<file path="src/rtl/ifetch_unit.sv">
// rtl/ifetch_unit.sv - instruction fetch stage: PC, next-PC select, run/single-step commit gating
module ifetch_unit #(
    parameter logic [31:0] PC_RESET   = 32'h0000_0000,
    parameter int          ROM_ADDR_W = 14
) (
    input  logic                  clock,
    input  logic                  reset,
    output logic [ROM_ADDR_W-1:0] rom_adr_o,
    input  logic [31:0]           Instruction_i,
    output logic [31:0]           Instruction_o,
    input  logic                  Jr,
    input  logic                  Jmp,
    input  logic                  Jal,
    input  logic                  Branch,
    input  logic                  nBranch,
    input  logic                  Zero,
    input  logic [31:0]           Read_data_1,
    output logic [31:0]           pc_o,
    output logic [31:0]           pc_plus4_o,
    input  logic                  run_mode,
    input  logic                  step,
    output logic                  commit,
    output logic [31:0]           instr_count
);

    localparam logic [1:0] S_IDLE = 2'd0;
    localparam logic [1:0] S_RUN  = 2'd1;
    localparam logic [1:0] S_STEP = 2'd2;

    logic [1:0]  state;
    logic [1:0]  state_next;
    logic [31:0] pc;
    logic [31:0] pc_next;
    logic [31:0] pc_plus4;
    logic [31:0] jr_target;
    logic [31:0] jump_target;
    logic [31:0] branch_target;
    logic [15:0] imm;
    logic        branch_taken;
    logic        step_q;
    logic        step_rise;

    assign pc_plus4      = pc + 32'd4;
    assign imm           = Instruction_i[15:0];
    assign jr_target     = Read_data_1 & 32'hFFFF_FFFC;
    assign jump_target   = {pc_plus4[31:28], Instruction_i[25:0], 2'b00};
    assign branch_target = pc_plus4 + {{14{imm[15]}}, imm, 2'b00};
    assign branch_taken  = (Branch & Zero) | (nBranch & ~Zero);

    always_comb begin
        pc_next = pc_plus4;
        if (Jr) begin
            pc_next = jr_target;
        end else if (Jmp | Jal) begin
            pc_next = jump_target;
        end else if (branch_taken) begin
            pc_next = branch_target;
        end
    end

    assign step_rise = step & ~step_q;

    // run_mode is checked before step so free-run wins when both are asserted in IDLE
    always_comb begin
        state_next = S_IDLE;
        case (state)
            S_IDLE: begin
                if (run_mode) begin
                    state_next = S_RUN;
                end else if (step_rise) begin
                    state_next = S_STEP;
                end else begin
                    state_next = S_IDLE;
                end
            end
            S_RUN:   state_next = run_mode ? S_RUN : S_IDLE;
            S_STEP:  state_next = S_IDLE;
            default: state_next = S_IDLE;
        endcase
    end

    assign commit = (state == S_RUN) || (state == S_STEP);

    always_ff @(posedge clock) begin
        if (reset) begin
            state       <= S_IDLE;
            pc          <= PC_RESET;
            step_q      <= 1'b0;
            instr_count <= 32'd0;
        end else begin
            state  <= state_next;
            step_q <= step;
            if (commit) begin
                pc          <= pc_next;
                instr_count <= instr_count + 32'd1;
            end
        end
    end

    assign pc_o          = pc;
    assign pc_plus4_o    = pc_plus4;
    assign rom_adr_o     = pc[ROM_ADDR_W+1:2];
    assign Instruction_o = Instruction_i;

endmodule

</file>
<file path="config.mk">
export PLATFORM = sky130hd
export DESIGN_NAME = ifetch_unit
export DESIGN_NICKNAME = d
export VERILOG_FILES = /design/src/rtl/ifetch_unit.sv
export SDC_FILE = /design/constraint.sdc
export NUM_CORES = 1
export LEC_CHECK = 0
export ABC_AREA = 1
export BUFFER_PORTS_ARGS = -buffer_cell sky130_fd_sc_hd__buf_2
export CAP_MARGIN = 20
export CORE_AREA = 2 2 150 94
export DETAILED_ROUTE_END_ITERATION = 8
export DIE_AREA = 0 0 152 96
export GPL_TIMING_DRIVEN = 0
export MAX_ROUTING_LAYER = met4
export PLACE_DENSITY = 0.81
export SYNTH_ARGS = -nofsm -noshare
export SYNTH_HDL_FRONTEND = slang
export SYNTH_SLANG_ARGS = --single-unit
export TNS_END_PERCENT = 50
</file>
<file path="constraint.sdc">
create_clock -name clock -period 3.4 [get_ports clock]
set_clock_uncertainty 0.2 [all_clocks]
set_input_delay 0.34 -clock clock [delete_from_list [all_inputs] [get_ports clock]]
set_output_delay 0.34 -clock clock [all_outputs]
set_load 0.05 [all_outputs]
</file>
### After elaboration in Yosys (flattened, before gate mapping)

Index checks and enable logic that the tools add are counted.

| storage, ports and cells | value |
|---|---|
| word-level logic and storage cells | 25 |
| register bits after elaboration | 67 |
| output and inout port bits | 143 |
| input port bits | 74 |

| cells by class | value |
|---|---|
| equality and inequality tests | 2 |
| bitwise logic cells | 7 |
| reductions and logical operators | 2 |
| $add $sub $neg | 3 |
| multiplexer cells | 7 |

Operators by type and width:

| operator | count |
|---|---|
| 32-bit two-way mux | 3 |
| 32-bit by 1-bit adder with 32-bit output (second input constant) | 1 |
| 32-bit by 3-bit adder with 32-bit output (second input constant) | 1 |
| 32-bit adder | 1 |
| 2-bit two-way mux | 2 |
| 2-bit case mux with 2 select lines | 1 |
| 1-bit bitwise AND | 3 |
| 2-bit by 1-bit == test with 1-bit output (second input constant) | 1 |
| 2-bit == test (second input constant) | 1 |
| 2-bit logical NOT | 1 |
| 1-bit NOT | 2 |
| 1-bit OR | 2 |
| 1-bit logical OR | 1 |
| 1-bit two-way mux | 1 |

### Longest topological paths before layout

Gate-level depths: netlist of the first run.

| logic depth | value |
|---|---|
| depth in word-level cells | 6 |
| depth in mapped cells | 25 |
| depth with buffers taken out | 25 |

### Least setup slack after synthesis of the first run

OpenSTA, ideal clock, no wires.

| path | value |
|---|---|
| path type | register to register |
| from | reg pc[2], in the netlist pc_o[2] |
| to | reg pc[30], in the netlist pc_o[30] |
| stages on the path, launching flop included | 21 |
| setup slack | -0.740 ns |
| period minus slack after synthesis | 4.140 ns |
| arrival time | 3.808 ns |
| required time | 3.068 ns |
| setup time | 0.132 ns |
| path buffers | 0 |
| path through | dfxtp_1 ha_1 nand2_1 nor2_4 nand3_2 inv_2 nand4_1 xnor2_1 ha_1 nand2_1 inv_1 nand2_1 nand2_1 a21oi_1 nor2_1 nor2_1 nand3b_1 nand3_1 nand2_1 nand2_1 a21oi_1 |

| on the way | value |
|---|---|
| word-level cells in the longest chain between the ends | 5 |

RTL lines:

| element | line | source |
|---|---|---|
| from (decl) | 32 | `logic [31:0] pc;` |
| from (signal assigned) | 94 | `pc <= pc_next;` |
| 32-bit by 3-bit adder with 32-bit output | 43 | `assign pc_plus4 = pc + 32'd4;` |
| via pc_plus4_o[20] | 19 | `output logic [31:0] pc_plus4_o,` |
| 32-bit adder | 47 | `assign branch_target = pc_plus4 + {{14{imm[15]}}, imm, 2'b00};` |
| 32-bit two-way mux | 56 | `end else if (branch_taken) begin` |
| 32-bit two-way mux | 54 | `end else if (Jmp \| Jal) begin` |
| 32-bit two-way mux | 52 | `if (Jr) begin` |

The timed path passes the listed nets, and every way through them passes these cells.
A chain may end at the register's enable or synchronous reset.

### Final worst setup path of the first run

| path | value |
|---|---|
| from | reg pc[3], in the netlist pc_o[3] |
| to | reg pc[24], in the netlist pc_o[24] |

| on the way | value |
|---|---|
| word-level cells in the longest chain between the ends | 5 |

RTL lines:

| element | line |
|---|---|
| 32-bit by 3-bit adder with 32-bit output (*) | 43 |
| 32-bit adder | 47 |
| 32-bit two-way mux (*) | 56 |
| 32-bit two-way mux (*) | 54 |
| 32-bit two-way mux (*) | 52 |

Every way passes the cells marked *; elsewhere a longest branch is shown, timed or not.

==> results of run 1 <==
-- worst register-to-register path: stages (launching register included) --
cell and delay [ns]:
dfxtp_4 0.39, ha_4 0.15, nand2_2 0.06, nor2_4 0.29, nand3_4 0.12, inv_2 0.08, nand4_1 0.24, xnor2_4 0.27
ha_4 0.34, nand2_4 0.08, nor2_4 0.15, nand2_2 0.07, inv_2 0.06, nand4_1 0.24, nand3_1 0.19, nand2_1 0.07
nand3_2 0.09, nand2_2 0.06, nand2_2 0.06, a21oi_1 0.06
-- how the worst max path moves through the flow --
| stage | to | slack, ns |
|---|---|---|
| 2_1_floorplan | pc_o[30] | -0.03 |
| 3_3_place_gp | pc_o[26] | -0.48 |
| 3_5_place_dp | pc_o[22] | -0.40 |
| 4_1_cts | pc_o[24] | -0.02 |
| 5_1_grt | pc_o[26] | -0.12 |
| 6_report | pc_o[24] | -0.02 |
-- through the flow --
step | power, mW | util | worst slack (ns) | std cells | TNS, ns
after floorplan | 1.71 | - | -0.0314 | 1183 | -0.0314
after global placement | 2.02 | 0.626 | -0.479 | 1561 | -2.23
after detailed placement | 2.03 | 0.626 | -0.396 | 1561 | -2.13
after CTS | 3.20 | 0.670 | -0.0186 | 1584 | -0.0504
after global routing | 3.40 | 0.707 | -0.120 | 1599 | -0.896
final | 3.29 | 0.707 | -0.0175 | 1599 | -0.0175
-- state kept, by name (all words and copies together), names as in the netlist --
name and cells:
instr_count 32, pc_o 30, state 2, step_q 1
-- kinds of logic after synthesis --
kind of cell             count (synthesis)
adder cells (fa/ha/maj)                 40
XOR/XNOR                                29
AND/OR/NAND/NOR                        659
AO/OA/AOI/OAI                          157
buffers and inverters                  229
other                                    1
flip-flops                              65
-- placed cells by master (no fill, tap or decap), types with 11 or more instances in the layout --
| cell type | netlist | layout |
|---|---|---|
| ha_1 | 39 | 28 |
| dfxtp_1 | 65 | 44 |
| o21ai_0 | 23 | 21 |
| buf_2 | 3 | 206 |
| a21oi_1 | 96 | 87 |
| nand4_1 | 16 | 16 |
| o211ai_1 | 15 | 15 |
| buf_4 | 50 | 68 |
| nor3_1 | 20 | 16 |
| nand3_1 | 73 | 64 |
| nand2_2 | 4 | 21 |
| nor2_1 | 144 | 125 |
| nand2_1 | 361 | 340 |
| clkbuf_1 | 21 | 21 |
| dfxtp_2 | 0 | 11 |
| nor2_4 | 5 | 18 |
| nor2_2 | 5 | 11 |
| inv_1 | 148 | 146 |
-- power by group through the flow --
stage,clock network (mW),registers [mW],logic [mW]
global placement,0,0.874,1.14
CTS,1.15,0.860,1.18
finish,1.16,0.862,1.27
detailed placement,0,0.874,1.15
floorplan,0,0.961,0.753
global route,1.19,0.867,1.35
-- routing by layer --
layer	share of wire	vias up	track usage
li1	-	4201	-
met1	0.44	3995	0.527
met2	0.40	606	0.517
met3	0.14	63	0.0977
met4	0.017	0	0.0584
met5	0	-	-
-- layout make-up --
type | count | area [um^2]
Tap cell | 175 | 219
Antenna cell | 1 | 2.50
Clock inverter | 7 | 143
Clock buffer | 9 | 225
Fill cell | 1158 | 3880
Timing Repair Buffer | 224 | 1190
Inverter | 154 | 581
Multi-Input combinational cell | 889 | 5180
Sequential cell | 65 | 1350
Buffer | 75 | 473
-- repair_timing --
action	in CTS	in global routing
gates resized for setup	41	91
gates cloned	0	0
buffers inserted	6	14
pin swaps	7	27
hold endpoints to repair	1	0
setup endpoints to repair	15	22
hold buffers	1	0
==> impl_results.md, run 1 <==
* Slew @ Worst Pin at 0.721 ns
* Layout cells sized above 1 at 0.311
* Ys flop type: dfxtp_1
* Max Cap Viol at 0
* Max Slew Vio Count at 0
* DRC viols at 0
* Slowest cell on crit path: dfxtp_4
* Vias at 8865
* Reg-to-Reg End: pc_o[24]
* Routed Antenna Nets at 0
* Cell family with most CP delay: simple AND/OR/NAND/NOR gates
* Synth top area share at 0.198
* Crit path depth at 19
* Largest area contributor in the netlist: nand2_1
* Row count at 33
* Worst Path Required at 3.40 ns
* # nets final at 1532
* Min-Delay Path Class: input port to register
* Synth Instances at 1180
* Inserted Clock Buffers at 9
* CTS tree: yes
* Final critical-path required period at 3.42 ns
* H-tree Lvls at 3
* Syn. warnings at 0
* Register area share after synthesis at 0.190
* Synthesized flop and latch total at 65
* Post-synthesis compound-gate area fraction at 0.127
* Cell-internal power at 1.97 mW
* Final wirelength at 27900 um
* Area of the mapped netlist at 0.00685 mm^2
* Cell Area, Placed at 0.00829 mm^2
* Post-synth ARST share at 0
* RSZ-0062 raised after global routing: yes
* Largest net degree at the start of global routing at 24
* Post-Synth Simple-Gate Area at 0.417
* CP Capture Type: register
* Slew margin rel. at 0.519
* Leakage power at 4.84 nW
* Synth cell types at 47
* Clock buffer depth at 2
* Critical-path cell list: ha_4 -> nand2_2 -> nor2_4 -> nand3_4 -> inv_2 -> nand4_1 -> xnor2_4 -> ha_4 -> nand2_4 -> nor2_4 -> nand2_2 -> inv_2 -> nand4_1 -> nand3_1 -> nand2_1 -> nand3_2 -> nand2_2 -> nand2_2 -> a21oi_1
* Die Ht at 96 um
* Root Buffer: clkbuf_16
* Worst setup margin at -0.0175 ns
* Final period util at 1.01
* Critical path arrival at 3.42 ns
* Synth Area per Inst at 5.81 um^2
* Layout area overhead at 36.7%
* Initial Util at 0.517
* Xor and xnor fraction of the mapped netlist area at 0.0382
* Adder-cell share of the synthesized area at 0.0741
* Post-synth EDFFs at 0
* CP max stage delay at 0.39 ns
* Pwr dens at 351 mW/mm^2
* Iter 0 DRT Violations at 815
* Wire length per cell at 17.4 um
* Most common cell in the synthesized netlist: nand2_1
* Startpoint Class: register
* Crit path buf inv count at 2
* Failing checks: negative setup slack
* Hold path depth at 3
* Clk_lat worst skew at 0.34 ns
* Min-delay src: step
* Setup crit start: pc_o[3]
* Reg2reg start: pc_o[3]
* F_max at 293 MHz
* Initial antenna violation count at 1
* Comb pwr share at 0.385
* Final hold slack at 0.0342 ns
* Final setup viols at 1
* I/O pins at 217
* Gpl congestion at 1.01
* Clock Pin Slew Worst Setup and Hold Paths at 0.06 ns
* Multiplexer share of the synthesized area at 0
* Outcome: finished with violations
* Largest fanout on the critical path at 5
* First-pass GRT wire length at 40000 um
* Area contributors post-synth: nand2_1 20%, dfxtp_1 19%, inv_1 8.1%, nor2_1 7.9%, ha_1 7.1%
* Worst Hold End: step_q
* Sw Ratio at 0.402
* Core Area at 0.0133 mm^2
* FF-to-FF setup slack at -0.02 ns
* Design Area, Final at 0.00937 mm^2
* Vias in the first global route at 7301
* Hold Violations, Final at 0
* Largest family of logic cells by synthesized area: simple AND/OR/NAND/NOR gates
* Flop pwr share at 0.262
* Commonest cells post-synth: 361 x nand2_1, 148 x inv_1, 144 x nor2_1
* DRT Pass-1 Iters at 7
* Worst supply voltage drop on vdd at 0.349 mV
* Clk sinks at 65
* Die Width at 152 um
* Total grt overflow at 0
* HPWL after detailed placement at 21700 um
* Clock power frac at 0.353
* Gr usage total at 0.366
* Net Switching at 1.32 mW
* WS Path Type: register to register
* Buffers added on ports at 203
* DIE AREA at 0.0146 mm^2
* Worst R2R Path Depth at 19
* Drt via density at 5.54
* Worst path most repeated cell: nand2_2
No activity file was read; power rests on OpenSTA's default activity.
==> run 2, diff against run 1 <==
--- a/config.mk
+++ b/config.mk
@@ -5,12 +5,12 @@
 export SDC_FILE = /design/constraint.sdc
 export NUM_CORES = 1
 export LEC_CHECK = 0
-export ABC_AREA = 1
+export ABC_AREA = 0
 export BUFFER_PORTS_ARGS = -buffer_cell sky130_fd_sc_hd__buf_2
 export CAP_MARGIN = 20
-export CORE_AREA = 2 2 150 94
+export CORE_AREA = 2 2 141 88
 export DETAILED_ROUTE_END_ITERATION = 8
-export DIE_AREA = 0 0 152 96
+export DIE_AREA = 0 0 143 90
 export GPL_TIMING_DRIVEN = 0
 export MAX_ROUTING_LAYER = met4
 export PLACE_DENSITY = 0.81
==> run 2 against run 1 <==
Compared with the run above:
- the run still ends with negative setup slack left
- sequential power increased by 1%
- clock power is 21% lower
- core utilization decreased by 0.12 points
- die area decreased by 12%
- non-clock buffer count is 17 higher
- worst setup slack worse by 0.30 ns
- area after synthesis fell by 16%
==> impl_results.md, run 2 <==
* Synth cell types at 66
* Outcome: finished with violations
* Area of the mapped netlist at 0.00576 mm^2
* Clk sinks at 65
* Final period util at 1.09
* Slowest cell on crit path: or4_1
* H-tree Lvls at 3
* Slew @ Worst Pin at 0.890 ns
* Critical-path cell list: ha_4 -> and4_4 -> nand2b_4 -> nor2_4 -> buf_4 -> nand3_1 -> xnor2_2 -> ha_4 -> a21o_1 -> a21o_1 -> a21oi_2 -> o21ai_1 -> or4_1 -> o22ai_2 -> mux2i_1 -> nor2_1
* Drt via density at 5.75
* Setup TNS at -2.34 ns
* CP Capture Type: register
* Register area share after synthesis at 0.226
* Antenna Diode Count at 0
* Post-CTS Hold Buffers at 0
* Pwr dens at 396 mW/mm^2
* Final setup viols at 15
* FF-to-FF setup slack at -0.32 ns
* CTS tree: yes
* Synth top area share at 0.226
* Most common cell in the synthesized netlist: nand2_1
* DIE AREA at 0.0129 mm^2
* Largest area contributor in the netlist: dfxtp_1
* Initial antenna violation count at 0
* Hold Violations, Final at 0
* Initial Util at 0.494
* Routed Antenna Nets at 0
* Buffers added on ports at 203
* Max Cap Viol at 0
* Syn. warnings at 0
* HPWL after detailed placement at 16200 um
* DRC viols at 0
* Slew margin rel. at 0.407
* Synth Area per Inst at 7.55 um^2
* DRT Pass-1 Iters at 8
* Max FFs per register at 32
* Post-synth ARST share at 0
* Largest net degree at the start of global routing at 24
* Power Total at 3.26 mW
* Ys flop type: dfxtp_1
* Synth Instances at 763
* WS Path Type: register to register
* Gr usage total at 0.338
* Inserted Clock Buffers at 9
* Synthesized flop and latch total at 65
* Clock Pin Slew Worst Setup and Hold Paths at 0.06 ns
* CP max stage delay at 0.50 ns
* Worst Path Required at 3.43 ns
* Total grt overflow at 0
* Post-synth EDFFs at 0
* Worst setup margin at -0.321 ns
* Die Ht at 90 um
* Final wirelength at 21700 um
* Iter 0 DRT Violations at 787
* Clk_lat worst skew at 0.34 ns
* Layout cells sized above 1 at 0.414
* Die Width at 143 um
* Commonest non-fill, non-tap cell in the layout: buf_2
* Wire length per cell at 18.3 um
* Vias at 6801
* Layout area overhead at 43.0%
* Gpl congestion at 1.02
* Area contributors post-synth: dfxtp_1 23%, ha_1 8.5%, buf_4 6.5%, nand2_1 5.9%, xnor2_1 5.9%
* Vias in the first global route at 6119
* Failing checks: negative setup slack
* F_max at 269 MHz
* Commonest cells post-synth: 91 x nand2_1, 88 x nor2_1, 65 x dfxtp_1
* Startpoint Class: register
* Most frequent cells in the layout: 205 x buf_2, 86 x nand2_1, 85 x buf_4
* Max Slew Vio Count at 0
* Critical path arrival at 3.75 ns
* # nets final at 1127
* Root Buffer: clkbuf_16
* Row count at 31
* Core Area at 0.0117 mm^2
* RSZ-0062 raised after global routing: yes
* Top reg by flops: instr_count
* Largest fanout on the critical path at 4
* I/O pins at 217
* Min-Delay Path Class: input port to register
* Leakage power at 3.95 nW
* Worst supply voltage drop on vdd at 0.266 mV
* Clock buffer depth at 2
* Final critical-path required period at 3.72 ns
* First-pass GRT wire length at 33100 um
* Placement Setup Slack at -0.578 ns
-- run 2: cells by family after synthesis --
kind of cell | Yosys count | share of synthesized area
other | 1 | 0.000651
AOI/OAI and AO/OA | 194 | 0.220
buffers and inverters | 94 | 0.0944
adders and majority gates | 40 | 0.0881
DFF | 65 | 0.226
and+or+nand+nor | 281 | 0.234
xor gates and xnor gates | 77 | 0.117
muxes | 11 | 0.0193
-- run 2: worst max-delay path: cells and delay by family (launching register included) --
family          cells  cell delay [ns]
xor+xnor            1             0.21
compound gates      5             0.86
fa+ha+maj           2             0.35
buf+inv             1             0.16
simple gates        6             1.21
flops               1             0.38
mux                 1             0.25
-- run 2: worst paths after layout --
kind	start	end	depth (start not counted)
worst max-delay path	pc_o[2]	pc_o[28]	16
worst max register to register	pc_o[2]	pc_o[28]	16
worst min register to register	instr_count[16]	instr_count[16]	2
worst min-delay path	reset	step_q	2
-- run 2: repair_timing --
action	CTS	global route
buffers inserted	27	8
setup endpoints to repair	20	22
pin swaps	24	16
gates resized for setup	35	16
-- run 2: layout make-up --
type,instances,area [um^2]
Multi-Input combinational cell,607,4570
Fill cell,947,3430
Sequential cell,65,1360
Timing Repair Buffer,238,1280
Buffer,78,483
Clock buffer,12,268
Tap cell,165,206
Inverter,14,52.6
Clock inverter,4,22.5
-- run 2: metal layers --
metal / up-vias / track usage / part of all wire
li1: 3190 / - / -
met1: 3154 / 0.496 / 0.46
met2: 426 / 0.463 / 0.41
met3: 31 / 0.0943 / 0.12
met4: 0 / 0.0635 / 0.012
met5: - / - / 0
-- run 2: stage by stage --
step / utilization / cell area (um^2) / instances / hold WS (ns)
global route: 0.706 / 8240 / 1183 / 0.0103
floorplan: - / 6240 / 766 / 0.219
detailed placement: 0.639 / 7460 / 1134 / 0.291
global placement: 0.639 / 7460 / 1134 / 0.279
CTS: 0.695 / 8120 / 1175 / 0.00649
finish: 0.706 / 8240 / 1183 / 0.00358
-- run 2: power breakdown --
part	switching, mW	internal, mW
clock	0.363	0.556
sequential	0.0702	0.804
combinational	0.964	0.503
==> run 3, diff against run 2 <==
--- a/config.mk
+++ b/config.mk
@@ -8,9 +8,9 @@
 export ABC_AREA = 0
 export BUFFER_PORTS_ARGS = -buffer_cell sky130_fd_sc_hd__buf_2
 export CAP_MARGIN = 20
-export CORE_AREA = 2 2 141 88
+export CORE_AREA = 5 5 144 91
 export DETAILED_ROUTE_END_ITERATION = 8
-export DIE_AREA = 0 0 143 90
+export DIE_AREA = 0 0 149 96
 export GPL_TIMING_DRIVEN = 0
 export MAX_ROUTING_LAYER = met4
 export PLACE_DENSITY = 0.81
==> run 3 against run 2 <==
Compared with the run above:
- the flow still finishes with violations (negative setup slack)
- fmax hardly changed
- worst setup slack worse by 0.0010 ns
- via count is 3.7% higher
- hold slack worse by 0.0016 ns
- non-clock buffer count is 13 higher
- register-to-register slack hardly changed
- critical path depth stayed put
- core utilization is 2.5 points higher
- count of clock-buffer cells in the layout is 2 lower
- first-iteration DRC count is 11% higher
- sequential power hardly changed
- critical endpoint is now pc_o[31]
- largest cell class unchanged
==> impl_results.md, run 3 (synthesis gave the netlist of run 2 again) <==
* Outcome: finished with violations
* Failing checks: negative setup slack
* Met1 Use GR at 0.454
* Initial antenna violation count at 1
* Final setup viols at 12
* Worst supply voltage drop on vdd at 0.245 mV
* Pwr dens at 415 mW/mm^2
* Leakage power at 4.04 nW
* Most used routing layer in global routing: met2
* Clock buffer depth at 2
* I/O pins at 217
* HPWL after detailed placement at 17300 um
* Post-CTS Hold Buffers at 0
* F_max at 269 MHz
* Layout cells sized above 1 at 0.438
* Row count at 31
* Commonest non-fill, non-tap cell in the layout: buf_2
* # nets final at 1140
* DRC viols at 0
* Min-Delay Path Class: input port to register
* RSZ-0062 raised after global routing: yes
* Clk_lat worst skew at 0.34 ns
* Layout area overhead at 48.5%
* Max FFs per register at 32
* DRT Pass-1 Iters at 6
* Critical-path cell list: ha_4 -> and4_4 -> nand2b_4 -> nor2_4 -> buf_6 -> nand3_1 -> xnor2_2 -> ha_2 -> a21o_1 -> a21o_1 -> a21o_1 -> a221oi_2 -> o21ai_1 -> mux2i_1 -> xnor2_1 -> o22ai_1
* Die Ht at 96 um
* Slew margin rel. at 0.426
* CP Capture Type: register
* Slew @ Worst Pin at 0.861 ns
* Gr usage total at 0.322
* Vias at 7050
* Most frequent cells in the layout: 205 x buf_2, 94 x buf_4, 85 x nand2_1
* Routed Antenna Nets at 0
* Design Area, Final at 0.00856 mm^2
* Largest net degree at the start of global routing at 24
* Worst Path Required at 3.40 ns
* Buffers added on ports at 203
* Final period util at 1.09
* Vias in the first global route at 6418
* Wire length per cell at 19.9 um
* Die Width at 149 um
* GR met2 Demand/Resource at 0.458
* Hold Violations, Final at 0
* Root Buffer: clkbuf_16
* Clk sinks at 65
* H-tree Lvls at 3
* Final critical-path required period at 3.72 ns
* CTS tree: yes
* Inserted Clock Buffers at 9
* Worst setup margin at -0.322 ns
* CP max stage delay at 0.38 ns
* DIE AREA at 0.0143 mm^2
* Clock Pin Slew Worst Setup and Hold Paths at 0.06 ns
* Slowest cell on crit path: dfxtp_4
* Final wirelength at 23800 um
* WS Path Type: register to register
* Initial Util at 0.492
* Drt via density at 5.89
* Cell Area, Placed at 0.00746 mm^2
* First-pass GRT wire length at 34900 um
* Placement Setup Slack at -0.635 ns
* Core Area at 0.0117 mm^2
* Worst path most repeated cell: a21o_1
* Max Slew Vio Count at 0
* Grt met3 use at 0.0941
* Total grt overflow at 0
* Max Cap Viol at 0
* Critical path arrival at 3.72 ns
* Top reg by flops: instr_count
* Gpl congestion at 1.01
* Iter 0 DRT Violations at 873
* Largest fanout on the critical path at 6
* Startpoint Class: register
run 3: repair_timing:
item                                   CTS  global route
endpoints found under the hold margin    0             0
setup endpoints to repair               20            23
resized for setup                       43            38
setup buffers                           22            26
pin swaps                               27            33
run 3: worst paths after layout:
check / cells past startpoint / slack, ns / start / endpoint
max reg2reg: 16 / -0.32 / pc_o[2] / pc_o[31]
min reg2reg: 2 / 0.31 / instr_count[16] / instr_count[16]
min: 2 / 0.002 / reset / step_q
max: 16 / -0.32 / pc_o[2] / pc_o[31]
run 3: critical path: cells and delay by family (launching register included):
kind	cells	cell delay (ns)
fa+ha+maj	2	0.49
flops	1	0.38
xor+xnor	2	0.38
mux	1	0.20
simple gates	4	0.65
compound gates	6	1.12
buf+inv	1	0.14
run 3: per-layer routing:
metal / share of wire / wire length, um
met3: 0.13 / 3070
met2: 0.40 / 9580
met4: 0.022 / 527
met5: 0 / 0
met1: 0.45 / 10600
run 3: per-stage QoR:
step                total power, mW  utilization  TNS, ns  hold slack, ns  cells
floorplan                      1.89            -    -5.33           0.219    766
CTS                            3.42        0.701   -0.721        0.000683   1170
detailed placement             2.22        0.637    -5.93           0.297   1134
global placement               2.21        0.637    -5.19           0.292   1134
finish                         3.55        0.731    -1.99         0.00194   1197
global route                   3.65        0.731    -3.46          0.0240   1197
run 3: power breakdown:
group / total (mW) / leakage [nW] / switching, mW / internal, mW
clock: 1.14 / 0.173 / 0.396 / 0.740
sequential: 0.873 / 0.541 / 0.0697 / 0.803
combinational: 1.55 / 3.33 / 1.01 / 0.535
run 3: final cells by class:
class	instances	area (um^2)
plain buffers	78	484
diodes	1	2.50
flip-flops and latches	65	1360
fillers	948	3160
multi-input cells	607	4700
clock inverters	6	114
well taps	165	206
clock buffers	10	239
repair buffers	251	1400
inverters	14	52.6
